[src/rtl/fsm_mon_pkg.sv]
// -----------------------------------------------------------------------------
// fsm_mon_pkg
// Shared types and widths for the FSM transition monitor.
//   STATE_W / DWELL_W : default widths of the monitored state and dwell counter
//   DROP_CNT_W        : width of the saturating dropped-event counter
//   fsm_mon_evt_t     : one transition event as stored in the event FIFO
// -----------------------------------------------------------------------------
package fsm_mon_pkg;

   localparam int STATE_W    = 2;
   localparam int DWELL_W    = 8;
   localparam int DROP_CNT_W = 8;

   typedef struct packed {
      logic [STATE_W-1:0] from;
      logic [STATE_W-1:0] to;
      logic [DWELL_W-1:0] dwell;
      logic               lost;
   } fsm_mon_evt_t;

endpackage

[src/rtl/fsm_mon_fifo.sv]
// -----------------------------------------------------------------------------
// fsm_mon_fifo
// Synchronous first-word-fall-through FIFO of fsm_mon_evt_t.
//   clk, rst : clock, synchronous active-high reset (empties the FIFO)
//   push/din : write request and data; ignored when full unless a pop
//              happens in the same cycle
//   full     : all DEPTH entries occupied
//   pop      : read request; ignored when empty
//   dout     : head entry, driven combinationally from storage
//   empty    : no entries held
// -----------------------------------------------------------------------------
module fsm_mon_fifo
   import fsm_mon_pkg::*;
#(
   parameter int DEPTH = 4
) (
   input  logic         clk,
   input  logic         rst,
   input  logic         push,
   input  fsm_mon_evt_t din,
   output logic         full,
   input  logic         pop,
   output fsm_mon_evt_t dout,
   output logic         empty
);

   localparam int AW = $clog2(DEPTH);

   fsm_mon_evt_t  mem [DEPTH];
   logic [AW:0]   wr_ptr_reg;
   logic [AW:0]   rd_ptr_reg;
   logic          do_push;
   logic          do_pop;

   // Extra pointer MSB distinguishes full from empty when the indices match.
   assign empty   = (wr_ptr_reg == rd_ptr_reg);
   assign full    = (wr_ptr_reg[AW] != rd_ptr_reg[AW]) &&
                    (wr_ptr_reg[AW-1:0] == rd_ptr_reg[AW-1:0]);
   assign do_pop  = pop && !empty;
   // A simultaneous pop frees the head slot, so a push into a full FIFO is legal.
   assign do_push = push && (!full || do_pop);

   always_ff @(posedge clk) begin
      if (rst) begin
         wr_ptr_reg <= '0;
         rd_ptr_reg <= '0;
      end else begin
         if (do_push) wr_ptr_reg <= wr_ptr_reg + 1'b1;
         if (do_pop)  rd_ptr_reg <= rd_ptr_reg + 1'b1;
      end
   end

   // Storage is not reset; the empty flag masks stale contents.
   for (genvar gi = 0; gi < DEPTH; gi++) begin : g_mem
      always_ff @(posedge clk) begin
         if (do_push && (wr_ptr_reg[AW-1:0] == gi[AW-1:0])) mem[gi] <= din;
      end
   end

   assign dout = mem[rd_ptr_reg[AW-1:0]];

endmodule

[src/rtl/fsm_transition_monitor.sv]
// -----------------------------------------------------------------------------
// fsm_transition_monitor
// Watches state/next_state of an FSM and queues one event per state change
// (from, to, cycles spent in from incl. the exit cycle) behind valid/ready.
// Purely observational.
//   clk, rst        : clock, synchronous active-high reset
//   state           : current FSM state
//   next_state      : FSM next state
//   enable          : capture enable (dwell holds, no events while low);
//                     the FIFO keeps draining regardless
//   evt_valid/ready : head-of-FIFO handshake
//   evt_from/to     : head event states
//   evt_dwell       : head event dwell (saturating)
//   evt_lost        : one or more events were dropped just before this one
//   drop_cnt        : saturating count of dropped events
//   timeout         : sticky stuck-state flag
// Optional feature macro: FSM_MON_TIMEOUT_EN enables the timeout comparator;
// without it timeout is tied low.
// -----------------------------------------------------------------------------
module fsm_transition_monitor
   import fsm_mon_pkg::*;
#(
   parameter int STATE_W    = 2,
   parameter int DWELL_W    = 8,
   parameter int FIFO_DEPTH = 4,
   parameter int TIMEOUT    = 200
) (
   input  logic               clk,
   input  logic               rst,
   input  logic [STATE_W-1:0] state,
   input  logic [STATE_W-1:0] next_state,
   input  logic               enable,
   output logic               evt_valid,
   input  logic               evt_ready,
   output logic [STATE_W-1:0] evt_from,
   output logic [STATE_W-1:0] evt_to,
   output logic [DWELL_W-1:0] evt_dwell,
   output logic               evt_lost,
   output logic [7:0]         drop_cnt,
   output logic               timeout
);

   logic [DWELL_W-1:0]    dwell_reg, dwell_next, dwell_inc;
   logic [DROP_CNT_W-1:0] drop_reg, drop_next;
   logic                  lost_pend_reg, lost_pend_next;
   logic                  trans, pop_fire, push_ok, drop;
   logic                  fifo_full, fifo_empty;
   fsm_mon_evt_t          evt_in, head;

   assign trans     = enable && (state != next_state);
   assign dwell_inc = (dwell_reg == '1) ? dwell_reg : dwell_reg + 1'b1;
   assign pop_fire  = !fifo_empty && evt_ready;
   assign push_ok   = trans && (!fifo_full || pop_fire);
   assign drop      = trans && fifo_full && !pop_fire;

   always_comb begin
      evt_in.from  = state;
      evt_in.to    = next_state;
      evt_in.dwell = dwell_inc;
      evt_in.lost  = lost_pend_reg;
   end

   always_comb begin
      dwell_next     = dwell_reg;
      drop_next      = drop_reg;
      lost_pend_next = lost_pend_reg;
      if (enable) dwell_next = trans ? '0 : dwell_inc;
      if (push_ok) lost_pend_next = 1'b0;
      if (drop) begin
         lost_pend_next = 1'b1;
         if (drop_reg != '1) drop_next = drop_reg + 1'b1;
      end
   end

   always_ff @(posedge clk) begin
      if (rst) begin
         dwell_reg     <= '0;
         drop_reg      <= '0;
         lost_pend_reg <= 1'b0;
      end else begin
         dwell_reg     <= dwell_next;
         drop_reg      <= drop_next;
         lost_pend_reg <= lost_pend_next;
      end
   end

   fsm_mon_fifo #(
      .DEPTH (FIFO_DEPTH)
   ) u_fifo (
      .clk   (clk),
      .rst   (rst),
      .push  (trans),
      .din   (evt_in),
      .full  (fifo_full),
      .pop   (evt_ready),
      .dout  (head),
      .empty (fifo_empty)
   );

   // Head fields are forced to zero while empty so reset shows clean outputs.
   assign evt_valid = !fifo_empty;
   assign evt_from  = fifo_empty ? '0   : head.from;
   assign evt_to    = fifo_empty ? '0   : head.to;
   assign evt_dwell = fifo_empty ? '0   : head.dwell;
   assign evt_lost  = fifo_empty ? 1'b0 : head.lost;
   assign drop_cnt  = drop_reg;

`ifdef FSM_MON_TIMEOUT_EN
   logic           timeout_reg;
   logic [DWELL_W:0] dwell_plus1;

   if (TIMEOUT > (2**DWELL_W) - 1) begin : g_timeout_chk
      $error("TIMEOUT must not exceed the saturated dwell value");
   end

   // Unsaturated dwell+1 so the compare is exact even at the counter limit.
   assign dwell_plus1 = {1'b0, dwell_reg} + 1'b1;

   always_ff @(posedge clk) begin
      if (rst) begin
         timeout_reg <= 1'b0;
      end else if (trans) begin
         timeout_reg <= 1'b0;
      end else if (enable && (dwell_plus1 == TIMEOUT[DWELL_W:0])) begin
         timeout_reg <= 1'b1;
      end
   end

   assign timeout = timeout_reg;
`else
   assign timeout = 1'b0;
`endif

endmodule

[config.mk]
export PLATFORM = sky130hd
export DESIGN_NAME = fsm_transition_monitor
export DESIGN_NICKNAME = d
export VERILOG_FILES = /design/src/rtl/fsm_mon_pkg.sv /design/src/rtl/fsm_mon_fifo.sv /design/src/rtl/fsm_transition_monitor.sv
export SDC_FILE = /design/constraint.sdc
export NUM_CORES = 1
export LEC_CHECK = 0
export ABC_AREA = 1
export ABC_CLOCK_PERIOD_IN_PS = 2500
export CORE_MARGIN = 3
export CORE_UTILIZATION = 45
export CTS_BUF_LIST = sky130_fd_sc_hd__clkbuf_4 sky130_fd_sc_hd__clkbuf_8
export DETAILED_ROUTE_END_ITERATION = 8
export GPL_ROUTABILITY_DRIVEN = 0
export SETUP_SLACK_MARGIN = 0.2
export SYNTH_ARGS = -nofsm -noshare
export SYNTH_HDL_FRONTEND = slang
export SYNTH_SLANG_ARGS = --single-unit
[constraint.sdc]
create_clock -name clk -period 2.5 [get_ports clk]
set_clock_uncertainty 0.2 [all_clocks]
set_input_delay 0.5 -clock clk [delete_from_list [all_inputs] [get_ports clk]]
set_output_delay 0.5 -clock clk [all_outputs]
set_load 0.03 [all_outputs]
==> results of run 1 <==
synthesized netlist by cell type (2+ instances only):
| master | n |
|---|---|
| o32ai_1 | 13 |
| nand2_4 | 2 |
| a21oi_1 | 19 |
| ha_1 | 7 |
| nor2_4 | 3 |
| nand2_2 | 10 |
| o21ai_0 | 18 |
| inv_2 | 5 |
| buf_2 | 6 |
| nor2_2 | 2 |
| nand3_1 | 21 |
| or2_2 | 2 |
| edfxtp_1 | 52 |
| clkinv_1 | 2 |
| dfxtp_1 | 25 |
| clkbuf_1 | 3 |
| nand2_1 | 74 |
| nor2_1 | 55 |
| o21ai_1 | 2 |
| xor2_1 | 5 |
| buf_4 | 2 |
| a21oi_2 | 3 |
| inv_1 | 40 |
| nand4_1 | 2 |
metal layers:
| layer | routed length [microns] | part of all wire [%] |
|---|---|---|
| met1 | 3570 | 48 |
| met2 | 3560 | 47 |
| met3 | 341 | 4.5 |
| met4 | 37 | 0.49 |
| met5 | 0 | 0 |
worst max path at each step:
stage / depth (start not counted) / startpoint / to
floorplan: 8 / state[0] / u_fifo.mem[0][0]
global placement: 10 / state[1] / u_fifo.mem[1][4]
detailed placement: 10 / state[0] / u_fifo.mem[1][4]
CTS: 7 / flip-flop / evt_lost
global route: 6 / flip-flop / evt_dwell[4]
finish: 6 / flip-flop / evt_dwell[4]
logic make-up (layout without fill, tap and decap cells):
family	after synthesis	count (layout)
and+or+nand+nor	177	177
DFF	77	77
buffers and inverters	59	116
AOI/OAI and AO/OA	55	55
adders and majority gates	7	7
xor gates and xnor gates	6	6
other	1	1
power groups by stage:
stage | sequential (W) | clock (W) | combinational (W)
2_1_floorplan | 0.00145 | 0 | 0.000456
3_3_place_gp | 0.00148 | 0 | 0.000686
3_5_place_dp | 0.00148 | 0 | 0.000690
4_1_cts | 0.00145 | 0.000845 | 0.000708
5_1_grt | 0.00147 | 0.000917 | 0.000835
6_report | 0.00146 | 0.000820 | 0.000769
tightest hold or removal path, delay by kind of cell, from the launching register on:
kind             cells  cell delay, ns
AO/OA/AOI/OAI        1            0.06
flip-flops           1            0.32
AND/OR/NAND/NOR      1            0.06
timing repair:
item                       CTS  global route
pin swaps                    1             3
resized for setup           14            22
buffers inserted             1             2
cloned                       0             1
setup endpoints to repair   14            15
cell type report:
type	count	area, sq um	share of cell area (%)
Clock buffer	9	124	2.80
Clock inverter	7	50.0	1.13
Inverter	47	180	4.07
Multi-Input combinational cell	246	1360	30.6
Sequential cell	77	2080	46.9
Tap cell	99	124	2.80
Timing Repair Buffer	53	517	11.7
through the flow:
step                      worst slack [ns]  cell area (sq um)  hold WS [ns]
after floorplan                      0.354               3600         0.245
after global placement               0.114               4120         0.255
after detailed placement            0.0989               4120         0.275
after CTS                            0.203               4330         0.287
after global routing                0.0738               4430         0.318
final                                0.233               4430         0.279
==> impl_metrics.py, run 1 <==
metrics = {
    "outcome": {
        "outcome": "completed",
    },
    "pwr": {
        "p_per_area_nw_per_um2": 687,
        "p_leak_nw": 1.81,
        "p_int_w": 0.00208,
        "comb_power_share_pct": 25.2,
        "vdd_drop_max_mv": 0.431,
        "p_sw_share_pct": 31.6,
        "p_switching_w": 0.000963,
        "pwr-share-clk_pct": 26.9,
        "p_seq_share_pct": 47.8,
        "finalPower_w": 0.00305,
    },
    "layout": {
        "final_cells": 538,
        "final_cell_mix": "73 x nand2_1, 52 x edfxtp_1, 50 x nor2_1, 38 x inv_1, 28 x buf_4",
        "final_common_cell": "nand2_1",
        "drive_above_1_share_pct": 23.5,
        "diodes": 0,
        "fin_util_pct": 59.2,
        "largest_register_ffs": 52,
        "nFillCells": 651,
        "area_delta_synth_final_pct": 23.2,
        "nets": 449,
    },
    "place": {
        "port_buffers": 29,
        "place_inst": 518,
        "dpl.hpwl_mm": 5.08,
    },
    "setup_path": {
        "r2r_start": "u_fifo.wr_ptr_reg[1]",
        "required_ns": 1.80,
        "cp.arrival_ns": 1.57,
        "rr_endpoint": "u_fifo.mem[1][7]",
        "path_cells": "buf_12 > nor2_1 > o32ai_1 > nand2_1 > inv_2 > buf_6",
        "cp-end-kind": "primary output",
        "cpLargestDelayFamily": "flip-flops",
        "startpoint_type": "flip-flop",
        "crit_slowest_cell": "dfxtp_4",
        "criticalPathCategory": "reg -> out",
        "r2r_slack_ns": 0.65,
        "cpPeakStageDelay_ns": 0.41,
        "path_buf_inv": 3,
        "r2r_cells": 9,
        "cp_max_fo": 22,
    },
    "grt": {
        "antenna_found_initial": 0,
        "grt_max_degree": 26,
        "met2_usage_pct": 27.5,
        "grt-busiest-layer": "met2",
        "overflow": 0,
        "met1_usage_pct": 24.5,
        "grtUsageTotal_pct": 17.5,
        "met3_usage_pct": 4.26,
        "grt_pass1_wl_mm": 12.0,
        "grt_pass1_vias": 2440,
    },
    "logic_synthesis": {
        "synthSimpleGateAreaFrac_pct": 22.8,
        "ys_types": 33,
        "ys_warn_count": 0,
        "synth_compound_area_share_pct": 9.32,
        "synthArstFlopShare_pct": 0,
        "synth-seq-cells": 77,
        "syn-num-nets": 397,
        "synth-edff-count": 52,
        "synth-adder-area-share_pct": 2.43,
        "synth-xor-area-share_pct": 1.46,
        "avgSynthCellArea_sq_um": 9.42,
        "ys.flop_type": "edfxtp_1",
        "synth_top_cell_by_area": "edfxtp_1",
        "synth_seq_area_share_pct": 57.3,
        "netlist_area_sq_um": 3600,
        "synthMuxAreaShare_pct": 0,
        "yosysTopAreaCellShare_pct": 43.4,
        "synth_top_family_by_area": "simple AND/OR/NAND/NOR gates",
        "synth_cells": 382,
        "netlist_top_cells_area": "edfxtp_1 43%, dfxtp_1 14%, nand2_1 7.7%, nor2_1 5.7%, inv_1 4.2%",
    },
    "die": {
        "rows": 31,
        "dieHeight_microns": 95.4,
        "io_pins": 31,
        "core_area_sq_um": 7490,
        "die-area_sq_um": 9110,
        "die_w_microns": 95.4,
        "initial_utilization_pct": 48.1,
    },
    "cts": {
        "cts_buffers": 9,
        "cts_tree": "done",
        "cts_hold_buf": 0,
        "clockBufferDepth": 2,
        "cts.sinks": 77,
        "clkTransAtPathRegs_ns": 0.08,
        "cts_root_buf": "clkbuf_8",
        "cts-htree-levels": 3,
        "clk-insertion-delay-late_ns": 0.34,
    },
    "sta": {
        "setup_viol": 0,
        "slew_viol_final": 0,
        "hold_violations": 0,
        "fin_crit_ns": 2.27,
        "rsz0062_at_grt": "yes",
        "period_share_pct": 90.7,
        "timing.fmax_mhz": 441,
        "setup_tns_ns": 0,
    },
    "route": {
        "drt-total-wl_mm": 7.51,
        "dr.pass1.iters": 4,
        "final_antenna_net_count": 0,
        "drt_iter0_drc": 183,
        "via_per_inst": 4.98,
        "routedWlPerCell_microns": 14.0,
        "num_vias": 2680,
        "drc": 0,
    },
    "run": {
        "max_cap_viol_count": 0,
    },
    "hold_path": {
        "holdCritStartpoint": "dwell_reg[7]",
        "holdPathEnd": "dwell_reg[7]",
        "hold_path.class": "reg -> reg",
        "hold_path_depth": 2,
    },
}
(Power assumes the default switching activity.)
==> run 2: changes to the inputs <==
Settings changed: CORE_MARGIN 3 to 2, CTS_CLUSTER_DIAMETER from default to 100.
==> impl_metrics.py, run 2 (synthesis gave the netlist of run 1 again) <==
metrics = {
    "sta": {
        "period_share_pct": 89.8,
        "setup_tns_ns": 0,
        "setup_viol": 0,
        "timing.fmax_mhz": 445,
        "fin_crit_ns": 2.24,
        "hold_ws_ns": 0.276,
        "hold_violations": 0,
        "slew_viol_final": 0,
        "rsz0062_at_grt": "yes",
    },
    "route": {
        "drt_iter0_drc": 117,
        "final_antenna_net_count": 0,
        "via_per_inst": 4.89,
        "routedWlPerCell_microns": 13.6,
        "drc": 0,
        "drt-total-wl_mm": 7.45,
        "dr.pass1.iters": 4,
        "num_vias": 2690,
    },
    "layout": {
        "seq_area_sq_um": 2070,
        "largest_register_ffs": 52,
        "multi_input_area_sq_um": 1390,
        "diodes": 0,
        "final_common_cell": "nand2_1",
        "final_cell_mix": "71 x nand2_1, 55 x nor2_1, 52 x edfxtp_1, 39 x inv_1, 25 x buf_4",
        "nets": 458,
        "final_cells": 550,
        "final_cell_area_sq_um": 4510,
        "nFillCells": 674,
        "drive_above_1_share_pct": 24.8,
        "area_delta_synth_final_pct": 25.3,
    },
    "place": {
        "dpl.hpwl_mm": 4.89,
        "place_inst": 527,
        "placed_area_sq_um": 4200,
        "port_buffers": 29,
    },
    "pwr": {
        "finalPower_w": 0.00309,
        "comb_power_share_pct": 26.9,
        "p_int_w": 0.00212,
        "p_sw_share_pct": 31.5,
        "p_switching_w": 0.000975,
        "p_seq_share_pct": 46.4,
        "vdd_drop_max_mv": 0.248,
        "pwr-share-clk_pct": 26.6,
        "p_leak_nw": 1.86,
        "p_per_area_nw_per_um2": 686,
    },
    "setup_path": {
        "cp-end-kind": "primary output",
        "criticalPathCategory": "reg -> out",
        "required_ns": 1.80,
        "r2r_slack_ns": 0.59,
        "cpPeakStageDelay_ns": 0.73,
        "path_cells": "clkdlybuf4s50_1",
        "cp_max_fo": 6,
        "startpoint_type": "flip-flop",
        "crit_slowest_cell": "clkdlybuf4s50_1",
        "path_buf_inv": 1,
        "cp.arrival_ns": 1.54,
        "cpLargestDelayFamily": "buffers and inverters",
    },
    "grt": {
        "grtUsageTotal_pct": 17.5,
        "grt_pass1_vias": 2507,
        "overflow": 0,
        "grt_pass1_wl_mm": 11.9,
        "antenna_found_initial": 0,
        "grt_max_degree": 27,
    },
    "die": {
        "dieHeight_microns": 93.4,
        "initial_utilization_pct": 46.6,
        "die-area_sq_um": 8730,
        "rows": 32,
        "die_w_microns": 93.4,
        "io_pins": 31,
        "core_area_sq_um": 7730,
    },
    "outcome": {
        "outcome": "completed",
    },
    "cts": {
        "clk-insertion-delay-late_ns": 0.33,
        "cts_buffers": 9,
        "cts_tree": "done",
        "cts.sinks": 77,
        "cts_root_buf": "clkbuf_8",
        "clkTransAtPathRegs_ns": 0.08,
        "clockBufferDepth": 2,
        "cts-htree-levels": 3,
    },
    "run": {
        "max_cap_viol_count": 0,
    },
    "hold_path": {
        "hold_path.class": "reg -> reg",
    },
}
## run 2: worst paths after layout
check                           cells past startpoint               end                 start
worst max-delay path                                1       drop_cnt[7]           drop_cnt[7]
worst max register to register                     10  u_fifo.mem[2][7]  u_fifo.wr_ptr_reg[0]
worst min register to register                      2      dwell_reg[7]          dwell_reg[7]
worst min-delay path                                2      dwell_reg[7]          dwell_reg[7]
## run 2: final cells by class
type,count,share of cell area [%]
multi-input cells,247,30.8
inverters,47,3.97
well taps,102,2.83
flip-flops and latches,77,46.0
repair buffers,61,12.6
clock inverters,6,0.860
clock buffers,10,2.91
## run 2: repair_timing
action,CTS,global route
cloned,0,2
pin swaps,0,5
endpoints found under the setup margin,14,14
hold buffers,0,0
buffers inserted,0,5
gates resized for setup,70,38
## run 2: routing by layer
layer / wire length [microns] / share of wire, % / GRT usage, % / vias to the layer above
met3: 321 / 4.3 / 3.71 / 2
met4: 38 / 0.51 / 5.51 / 0
met1: 3640 / 49 / 24.5 / 1240
met2: 3450 / 46 / 27.3 / 55
met5: 0 / 0 / 0 / -
li1: - / - / - / 1393
## run 2: power by group through the flow
stage	sequential [W]	combinational (W)	clock, W
global route	0.00144	0.000909	0.000897
detailed placement	0.00146	0.000753	0
CTS	0.00143	0.000713	0.000845
global placement	0.00146	0.000749	0
floorplan	0.00145	0.000456	0
finish	0.00144	0.000833	0.000824
## run 2: per-stage QoR
step	setup WS, ns	util (%)
after CTS	0.116	56.2
final	0.255	58.3
after detailed placement	-0.00882	54.4
after floorplan	0.354	-
after global routing	0.171	58.3
after global placement	-0.0240	54.4
==> edit (flow settings as in run 2) <==
Put one more register stage on the output `drop_cnt`. The value now appears one clock later. The other outputs are not delayed to match.
--- a/src/rtl/fsm_transition_monitor.sv
+++ b/src/rtl/fsm_transition_monitor.sv
@@ -104,5 +104,7 @@
    assign evt_dwell = fifo_empty ? '0   : head.dwell;
    assign evt_lost  = fifo_empty ? 1'b0 : head.lost;
-   assign drop_cnt  = drop_reg;
+   always_ff @(posedge clk) begin
+      drop_cnt <= drop_reg;
+   end
 
 `ifdef FSM_MON_TIMEOUT_EN
Check against the original RTL: not equivalent (a bounded check fails within 10 cycles, from zero or initial values and one cycle with rst high).
==> edit against run 2 <==
Synthesized cell count rose by 1.3%. Area after synthesis rose by 5.5%. Total power rose by 15%. Critical endpoint is now evt_dwell[5]. Sequential power rose by 9%. Sequential cell count rose by 8. Wire length rose by 7.1%. Non-clock buffer count fell by 4. Maximum frequency fell by 0.13%. Largest cell class unchanged. Final area rose by 6.1%. Setup slack got worse by 0.0029 ns.
==> edit: results <==
{
  "cp_data_arrival_time_ns": 1.55,
  "leakagePower_nw": 1.94,
  "synth_edf_count": 52,
  "vias": 2768,
  "ys_warn_count": 0,
  "synthTopCellsByCount": "nand2_1 (75), nor2_1 (55), edfxtp_1 (52)",
  "fillers": 716,
  "cp_max_fo": 11,
  "cts_root_buffer": "clkbuf_8",
  "grt_usage_pct": 18.1,
  "synth_area_leaders": "edfxtp_1 (41%), dfxtp_1 (17%), nand2_1 (7.4%), nor2_1 (5.4%), inv_1 (3.9%)",
  "grt_pass1_wl_um": 12600,
  "synth-async-reset-ratio_pct": 0,
  "cpMaxStageDelayCell": "dfxtp_4",
  "clock_latency_ns": 0.35,
  "power.internal_mw": 2.52,
  "io_buffers": 29,
  "place_worst_setup_slack_ns": 0.0698,
  "syn-num-nets": 402,
  "nets": 458,
  "post_drt_wl_per_cell_um": 14.4,
  "slowest_delay_ns": 0.36,
  "status": "completed",
  "antenna_cells": 0,
  "holdCritPathClass": "flip-flop to flip-flop",
  "largest_reg_flops": 52,
  "first_global_vias": 2579,
  "final_layout_size_suffix_gt1_share_pct": 26.8,
  "ir_worst_vdd_v": 0.000347,
  "finalSetupTns_ns": 0,
  "ys.flop_type": "edfxtp_1",
  "antenna_found_initial": 0,
  "yosysUniqueCellTypes": 36,
  "cts_buffer_depth": 2,
  "final-setup-viol-count": 0,
  "largest_register": "u_fifo.mem",
  "seq_area_frac_synth_pct": 58.5,
  "cts_max_level": 3,
  "grt_max_degree": 27,
  "drt-pass1-iter-count": 4,
  "place_hpwl_um": 5110,
  "numCtsBuffers": 9,
  "path_clk_slew_ns": 0.09,
  "drt_first_iter_violations": 97,
  "crit_family": "buffers and inverters"
}
edit: worst paths after layout:
path                                                   startpoint                         end  slack (ns)  cells past startpoint
worst min register to register           drop_reg[3]$_SDFFE_PP0P_         drop_cnt[3]$_DFF_P_        0.19                      0
worst max-delay path                                    flip-flop                evt_dwell[5]        0.25                      6
worst max register to register  u_fifo.wr_ptr_reg[0]$_SDFFE_PP0P_  u_fifo.mem[0][9]$_DFFE_PP_        0.46                     11
worst min-delay path                     drop_reg[3]$_SDFFE_PP0P_         drop_cnt[3]$_DFF_P_        0.19                      0
edit: area by class of cell:
class	instances	area, sq um	area share [%]
clock inverter	6	88.8	1.86
tap	105	131	2.75
timing repair buffer	57	571	11.9
clock buffer	10	131	2.75
inverter	47	181	3.79
sequential	85	2240	46.8
multi-input combinational	243	1440	30.1
edit: routing by layer:
layer  up-vias  wire length (um)  global-route usage (%)
met5         -                 0                       0
met4         0               112                    6.43
met3        10               268                    3.29
met2        51              3890                    29.0
met1      1312              3710                    24.6
li1       1395                 -                       -
edit: cell families after synthesis:
family | after synthesis | share of synthesized area (%)
DFF | 85 | 58.5
and+or+nand+nor | 173 | 22.5
buffers and inverters | 59 | 6.20
AOI/OAI and AO/OA | 56 | 8.97
other | 1 | 0.0988
xor gates and xnor gates | 6 | 1.38
adders and majority gates | 7 | 2.31
edit: what timing repair did:
action	CTS	global route
pin swaps	1	5
buffers inserted	2	9
gates cloned	0	1
gates resized for setup	18	38
setup endpoints to repair	14	14
edit: through the flow:
step                util [%]  power (mW)  area [sq um]  cells  hold WS (ns)
floorplan                  -        2.04          3800    387         0.164
global placement        51.7        2.28          4250    525         0.178
detailed placement      51.7        2.28          4250    525         0.185
CTS                     55.2        3.36          4530    543         0.192
global route            58.2        3.71          4780    553         0.202
finish                  58.2        3.55          4780    553         0.195
edit: power by group through the flow:
stage / Clock, mW / Sequential (mW) / Combinational, mW
floorplan: 0 / 1.58 / 0.458
global placement: 0 / 1.61 / 0.667
detailed placement: 0 / 1.61 / 0.668
CTS: 1.07 / 1.58 / 0.705
global route: 1.13 / 1.57 / 1.01
finish: 1.05 / 1.57 / 0.933
